`config.mk`:
```
export PLATFORM = sky130hd
export DESIGN_NAME = fir_result_serializer
export DESIGN_NICKNAME = d
export VERILOG_FILES = /design/src/rtl/fir_result_serializer.sv
export SDC_FILE = /design/constraint.sdc
export NUM_CORES = 1
export LEC_CHECK = 0
export CORE_UTILIZATION = 35
export CTS_BUF_LIST = sky130_fd_sc_hd__clkbuf_4 sky130_fd_sc_hd__clkbuf_8 sky130_fd_sc_hd__clkbuf_16
export CTS_CLUSTER_SIZE = 14
export DETAILED_ROUTE_END_ITERATION = 12
export SYNTH_ARGS = -nofsm -noshare
export SYNTH_HDL_FRONTEND = slang
export SYNTH_SLANG_ARGS = --single-unit
```
`constraint.sdc`:
```
create_clock -name clkIn -period 7.3 [get_ports clkIn]
set_input_delay 1.46 -clock clkIn [delete_from_list [all_inputs] [get_ports clkIn]]
set_output_delay 1.46 -clock clkIn [all_outputs]
set_load 0.02 [all_outputs]
```
`src/rtl/fir_result_serializer.sv`:
```
// Ping-pong buffer for FIR result blocks, streamed out one rounded/saturated
// 16-bit sample per valid/ready transfer.
module fir_result_serializer #(
  parameter int SAMPLES_NUM = 4,
  parameter int OUT_SHIFT   = 15
) (
  input  logic                     clkIn,
  input  logic                     resetIn,
  input  logic                     doneIn,
  input  logic [32*SAMPLES_NUM-1:0] dataIn,
  output logic                     readyOut,
  output logic                     validOut,
  input  logic                     readyIn,
  output logic [15:0]              dataOut,
  output logic                     lastOut,
  output logic                     overflowOut,
  output logic [7:0]               dropCountOut
);

  localparam int BW = 32 * SAMPLES_NUM;
  localparam int IW = (SAMPLES_NUM > 1) ? $clog2(SAMPLES_NUM) : 1;
  localparam logic [IW-1:0] LAST_IDX = IW'(SAMPLES_NUM - 1);
  localparam logic [32:0] RND = 33'(1) << (OUT_SHIFT - 1);

  // Handshake: a sample moves on any rising edge where validOut && readyIn;
  // while validOut && !readyIn the output register is frozen.

  logic [BW-1:0] slot_q [2];
  logic [1:0]    full_q;
  logic          wr_ptr_q;
  logic          rd_ptr_q;
  logic [IW-1:0] idx_q;

  logic          head_full;
  logic          load;
  logic          head_done;
  logic          accept;
  logic          drop;
  logic [31:0]   head_sample;
  logic [1:0]    full_next;

  function automatic logic [15:0] convert(input logic [31:0] x);
    logic signed [32:0] s;
    logic signed [32:0] r;
    s = $signed({x[31], x} + RND);
    r = s >>> OUT_SHIFT;
    if (r > 33'sd32767)
      convert = 16'h7fff;
    else if (r < -33'sd32768)
      convert = 16'h8000;
    else
      convert = r[15:0];
  endfunction

  // readyOut comes from the flag registers only.
  assign readyOut = ~&full_q;

  always_comb begin
    head_full   = full_q[rd_ptr_q];
    load        = (!validOut || readyIn) && head_full;
    head_done   = load && (idx_q == LAST_IDX);
    // A full buffer still accepts when the head slot is freed on this edge;
    // in that case the write pointer equals the read pointer.
    accept      = doneIn && (!(&full_q) || head_done);
    drop        = doneIn && !accept;
    head_sample = '0;
    for (int k = 0; k < SAMPLES_NUM; k++) begin
      if (idx_q == IW'(k))
        head_sample = slot_q[rd_ptr_q][BW-1-32*k -: 32];
    end
    full_next = full_q;
    if (head_done)
      full_next[rd_ptr_q] = 1'b0;
    if (accept)
      full_next[wr_ptr_q] = 1'b1;
  end

  always_ff @(posedge clkIn) begin
    if (accept)
      slot_q[wr_ptr_q] <= dataIn;
  end

  always_ff @(posedge clkIn or posedge resetIn) begin
    if (resetIn) begin
      full_q       <= '0;
      wr_ptr_q     <= 1'b0;
      rd_ptr_q     <= 1'b0;
      idx_q        <= '0;
      validOut     <= 1'b0;
      lastOut      <= 1'b0;
      dataOut      <= '0;
      overflowOut  <= 1'b0;
      dropCountOut <= '0;
    end else begin
      full_q <= full_next;
      if (accept)
        wr_ptr_q <= ~wr_ptr_q;
      if (head_done)
        rd_ptr_q <= ~rd_ptr_q;
      if (load) begin
        dataOut  <= convert(head_sample);
        validOut <= 1'b1;
        lastOut  <= (idx_q == LAST_IDX);
        idx_q    <= head_done ? '0 : idx_q + IW'(1);
      end else if (readyIn) begin
        validOut <= 1'b0;
        lastOut  <= 1'b0;
      end
      if (drop) begin
        overflowOut <= 1'b1;
        if (dropCountOut != 8'hff)
          dropCountOut <= dropCountOut + 8'd1;
      end
    end
  end

endmodule

```
* Word-level counts from Yosys, hierarchy flattened
Memories as Yosys holds them, arrays and structs flattened. Cells that the tools add are included.
Storage, ports and cells: flip-flop bits (word level) 33, latch bits 0, RAM bits 256, ROM bits 0, bits of input ports 132, output and inout bits 28, memories 1
Memories:
- slot_q | depth 2, width 128, read ports 1, clocked after Yosys merged registers in 0, write ports 1, RTL line 28 | logic [BW-1:0] slot_q [2];
Operators by class: add/sub/neg operators 3, $mul 0, divide/modulo/power cells 0, $lt $le $gt $ge 6, equality and inequality tests 4, shift-type cells 0, mux-type cells 20, bitwise operators 5, reductions and logical operators 15
Operators by type and width (number):
- $mux W32 | 4
- $add A32 B16 Y33 const B | 1
- $mux W16 | 2
- $gt A18 B16 Y1 const B | 1
- $lt A18 B16 Y1 const B | 1
- $mux W1 | 9
- $add A8 B1 Y8 const B | 1
- $ne A8 B8 Y1 const B | 1
- $logic_and A1 B1 Y1 | 6
- $mux W2 | 3
- $eq A2 B2 Y1 const B | 2
- $lt A1 B2 Y1 const B | 2
- $reduce_and A2 Y1 | 2
- $logic_not A1 Y1 | 3
- $add A2 B1 Y2 const B | 1
- $and A2 B2 Y2 | 1
- $demux W1 S1 | 2
- $eq A2 B1 Y1 const B | 1
- $ge A1 B1 Y1 const B | 2
- $logic_not A2 Y1 | 1
- $logic_or A1 B1 Y1 | 2
- $not A1 Y1 | 2
- $not A2 Y2 | 1
- $or A2 B2 Y2 | 1
- $reduce_bool A2 Y1 | 1

* Logic depth before layout (Yosys ltp)
depth after elaboration 9, mapped depth 14, depth with buffers taken out 12

* Least setup slack after synthesis
No wires, ideal clock.
path type input port to flip-flop, start input port readyIn, end memory slot_q[0][110] (netlist bit) (enable), setup time 0.502 ns, data arrival time 5.068 ns, data required time 6.798 ns, setup slack 1.730 ns, cell stages on the path 6, path buffers 0, cell sequence inv_1 -> a21oi_2 -> nand2_2 -> nand3_1 -> nand2_1 -> nor2_1
On the way: word-level cells in the longest chain between the ends 7
Ends and longest elaborated chain:
- start: declaration | RTL line 13 | input logic readyIn,
- $logic_or A1 B1 Y1 | RTL line 60 | load = (!validOut || readyIn) && head_full;
- $logic_and A1 B1 Y1 | RTL line 60
- $logic_and A1 B1 Y1 | RTL line 61 | head_done = load && (idx_q == LAST_IDX);
- $logic_or A1 B1 Y1 | RTL line 64 | accept = doneIn && (!(&full_q) || head_done);
- $logic_and A1 B1 Y1 | RTL line 64
- $mux W1 | RTL line 79 | if (accept)
- $mux W1 (implied by the code) | RTL line 80 | slot_q[wr_ptr_q] <= dataIn;
- end: declaration | RTL line 28
No other way between the ends.

* Worst setup path in the final report
start input port readyIn, end memory slot_q[0][81] (netlist bit) (enable)
The elaborated chain is that of the path after synthesis.

==> results.sh <==
export IMPL_drt_drc_violations_left=0
export IMPL_synth_nets=627
export IMPL_synthXorXnorAreaFrac=0.0245
export IMPL_post_synth_mux_area_share=0.100
export IMPL_worstPathMaxFanout=45
export IMPL_h_tree_depth=4
export IMPL_report_final_setup_viol=0
export IMPL_cell_internal_pwr_mw=2.51
export IMPL_layout_cells_most_common="sky130_fd_sc_hd__edfxtp_1"
export IMPL_post_synth_fa_ha_maj_area_fraction=0.0100
export IMPL_port_buffers=103
export IMPL_synth_seq_area_share=0.686
export IMPL_cts_setup_buffers=0
export IMPL_worst_endpoint_arrival_ps=4700
export IMPL_avg_wl_per_cell_um=17.1
export IMPL_design_portCount=160
export IMPL_global_route_wire_length_before_repair_mm=23.1
export IMPL_ys_warnings_count=0
export IMPL_dpl_hpwl_mm=10.4
export IMPL_grt_use_total=0.141
export IMPL_tritoncts_clock_tree="done"
export IMPL_share_clk_of_total_power=0.219
export IMPL_grt_max_degree=60
export IMPL_n_fill_cell=1838
export IMPL_seqCellArea_mm2=0.00515
export IMPL_pwr_density_cell_mw_per_mm2=429
export IMPL_unique_cell_type_count_in_the_yosys_netlist=55
export IMPL_worst_hold_slack_ps=477
export IMPL_crit_path_cell_trace="clkdlybuf4s50_1 > inv_1 > a21oi_2 > nand2_2 > nand3_1 > nand2_1 > nor2_4 > buf_4"
export IMPL_layout_worst_path_cycle_share=0.637
export IMPL_n_antenna_cell=0
export IMPL_numCtsBuffers=17
export IMPL_cp_slowest_cell="sky130_fd_sc_hd__a21oi_2"
export IMPL_cts_sinks=177
export IMPL_synth_edff_count=144
export IMPL_synth_compound_area_share=0.0880
export IMPL_period_needed_ps=4650
export IMPL_max_cap_viol_count=0
export IMPL_postCtsResizedCells=0
export IMPL_cts_max_path_buffers=2
export IMPL_post_layout_total_power_mw=3.99
export IMPL_clk_latency_ps=420
export IMPL_drt_vias_per_instance=4.95
export IMPL_drtIter0Drc=247
export IMPL_timing_worst_slew_pin_value_ps=1070
export IMPL_fp_row_count=53
export IMPL_post_synthesis_instance_area_mm2=0.00751
export IMPL_netSwitchingFraction=0.372
export IMPL_post_synth_cell_area_avg_um2=15.4
export IMPL_synth_top_family_by_area="multiplexers"
export IMPL_cts_hold_buffers_added=0
export IMPL_clk_root_buffer_cell="sky130_fd_sc_hd__clkbuf_16"
export IMPL_leakagePower_nw=3.25
export IMPL_switchingPower_mw=1.49
export IMPL_initial_utilization=0.357
export IMPL_worst_path_required_time_ps=7350
export IMPL_worst_path_clk_slew_ps=70
export IMPL_synth_simple_gate_area_frac=0.0585
export IMPL_finalSetupTns_ps=0
export IMPL_result_of_the_run="completed"
export IMPL_endpoint_kind="flip-flop"
export IMPL_number_of_antenna_violations_at_the_first_check_in_global_routing=0
export IMPL_clock_skew_final_ps=13.0
export IMPL_cp_start_kind="input pin"
export IMPL_die_width_um=148
export IMPL_detail_route_first_pass_iterations=4
export IMPL_net_count_final=730
export IMPL_setup_worst_path_class="in2reg"
export IMPL_ys_async_sr_fraction=0.186
export IMPL_pwr_share_seq=0.375
export IMPL_core_area_mm2=0.0210
export IMPL_final_hold_violation_count=0
export IMPL_place_inst=848
export IMPL_die_y_um=148
export IMPL_ys_seq_elements=177
export IMPL_hp_class="reg2reg"
export IMPL_max_slew_margin_rel=0.287
export IMPL_vias_in_the_first_global_route=4345
export IMPL_cell_types_with_the_largest_area_share_after_synthesis="sky130_fd_sc_hd__edfxtp_1, sky130_fd_sc_hd__dfrtp_1, sky130_fd_sc_hd__mux2i_1"
export IMPL_final_cell_mix="sky130_fd_sc_hd__edfxtp_1, sky130_fd_sc_hd__clkdlybuf4s50_1, sky130_fd_sc_hd__mux2i_1"
export IMPL_num_vias=4360
export IMPL_slew_violations=0
export IMPL_gp_congestion=0.802
export IMPL_ir_worst_vdd_v=0.000198
export IMPL_synth_cells=489
export IMPL_final_layout_size_suffix_gt1_frac=0.111
export IMPL_finalNonFillerCells=880
export IMPL_yosys_most_used_dff="sky130_fd_sc_hd__edfxtp_1"
export IMPL_drt_antenna_violating_nets=0
export IMPL_cp_slowest_stage_delay_ps=840
export IMPL_multiInputGateArea_mm2=0.00212
export IMPL_routed_wl_mm=15.0
export IMPL_synth_area_leader_cell="sky130_fd_sc_hd__edfxtp_1"
export IMPL_rsz0062_at_grt="false"
export IMPL_fmax_mhz=215
export IMPL_synth_top_area_share=0.576
export IMPL_grt_overflow=0
export IMPL_area_growth_synth_to_final_pct=24.0
export IMPL_die_outline_area_mm2=0.0220
export IMPL_pwr_share_comb=0.406
routing by layer:
| metal | track usage | wire length [um] | vias to the layer above |
|---|---|---|---|
| met5 | 0 | 0 | - |
| met4 | 0.0505 | 214 | 0 |
| met3 | 0.0230 | 573 | 14 |
| met2 | 0.238 | 7620 | 117 |
| met1 | 0.182 | 6620 | 2148 |
| li1 | - | - | 2081 |
cell usage after synthesis (2+ instances only):
cell type                  count
sky130_fd_sc_hd__a21oi_1       6
sky130_fd_sc_hd__a21oi_2      11
sky130_fd_sc_hd__a221oi_1      5
sky130_fd_sc_hd__a22oi_1      14
sky130_fd_sc_hd__and2_1        2
sky130_fd_sc_hd__buf_12        3
sky130_fd_sc_hd__buf_2         5
sky130_fd_sc_hd__buf_6         6
sky130_fd_sc_hd__clkbuf_1      6
sky130_fd_sc_hd__dfrtp_1      33
sky130_fd_sc_hd__edfxtp_1    144
sky130_fd_sc_hd__ha_1          6
sky130_fd_sc_hd__inv_1        11
sky130_fd_sc_hd__mux2_2        7
sky130_fd_sc_hd__mux2i_1      66
sky130_fd_sc_hd__nand2_1      15
sky130_fd_sc_hd__nand2b_1      4
sky130_fd_sc_hd__nand3_1       7
sky130_fd_sc_hd__nand4_1       7
sky130_fd_sc_hd__nor2_1       25
sky130_fd_sc_hd__nor2b_1       3
sky130_fd_sc_hd__nor3_1        2
sky130_fd_sc_hd__nor3_2        3
sky130_fd_sc_hd__o211ai_1      2
sky130_fd_sc_hd__o21ai_0      25
sky130_fd_sc_hd__o21ai_1      10
sky130_fd_sc_hd__o22ai_1      14
sky130_fd_sc_hd__xnor2_1      12
sky130_fd_sc_hd__xor2_1        9
power by group through the flow:
stage	Combinational (mW)	Sequential, mW	Clock, mW
after floorplan	1.15	1.56	0
after detailed placement	1.63	1.52	0
after CTS	1.64	1.50	0.893
after global placement	1.60	1.51	0
final	1.62	1.50	0.873
after global routing	1.78	1.53	0.933
sequential cells by signal, summed over array words and instances, names as in the netlist:
register and cells:
dataOut 16, dropCountOut 8, full_q 2, idx_q 2, lastOut 1, overflowOut 1
rd_ptr_q 1, slot_q 144, validOut 1, wr_ptr_q 1
final timing paths:
path	slack (ps)	startpoint	to	cells past startpoint
setup / recovery	2650	readyIn	slot_q[0][81]$_DFFE_PP_	8
hold / removal	480	overflowOut$_DFFE_PP0P_	overflowOut$_DFFE_PP0P_	1
setup reg to reg	3300	rd_ptr_q$_DFFE_PP0P_	dataOut[12]$_DFFE_PP0P_	9
hold reg to reg	480	overflowOut$_DFFE_PP0P_	overflowOut$_DFFE_PP0P_	1
max in group asynchronous	5550	resetIn	rd_ptr_q$_DFFE_PP0P_	3
min in group asynchronous	1430	resetIn	dropCountOut[2]$_DFFE_PP0P_	3
logic make-up (layout without fill, tap and decap cells):
group                    Yosys count  in the layout
AO/OA/AOI/OAI                     97             97
XOR/XNOR                          21             21
multiplexers                      74             74
flip-flops                       177            177
buffers and inverters             35            151
AND/OR/NAND/NOR                   79             79
adder cells (fa/ha/maj)            6              6
area by class of cell:
type	instances	area share
well taps	275	0.0370
multi-input cells	277	0.228
clock inverters	13	0.0149
clock buffers	19	0.0473
inverters	11	0.00444
flip-flops and latches	177	0.554
repair buffers	108	0.115
stage by stage:
step                 util  cell area, um^2  setup slack, ps
floorplan               -             7510             1730
finish              0.443             9310             2650
global route        0.443             9310             2420
detailed placement  0.415             8730             2210
global placement    0.415             8730             2280
CTS                 0.443             9310             2650
critical path: cells and delay by family:
kind                   cells  cell delay, ps
AO/OA/AOI/OAI              1             840
AND/OR/NAND/NOR            4            1140
buffers and inverters      3            1210
Power figures use the tool's default switching activity.
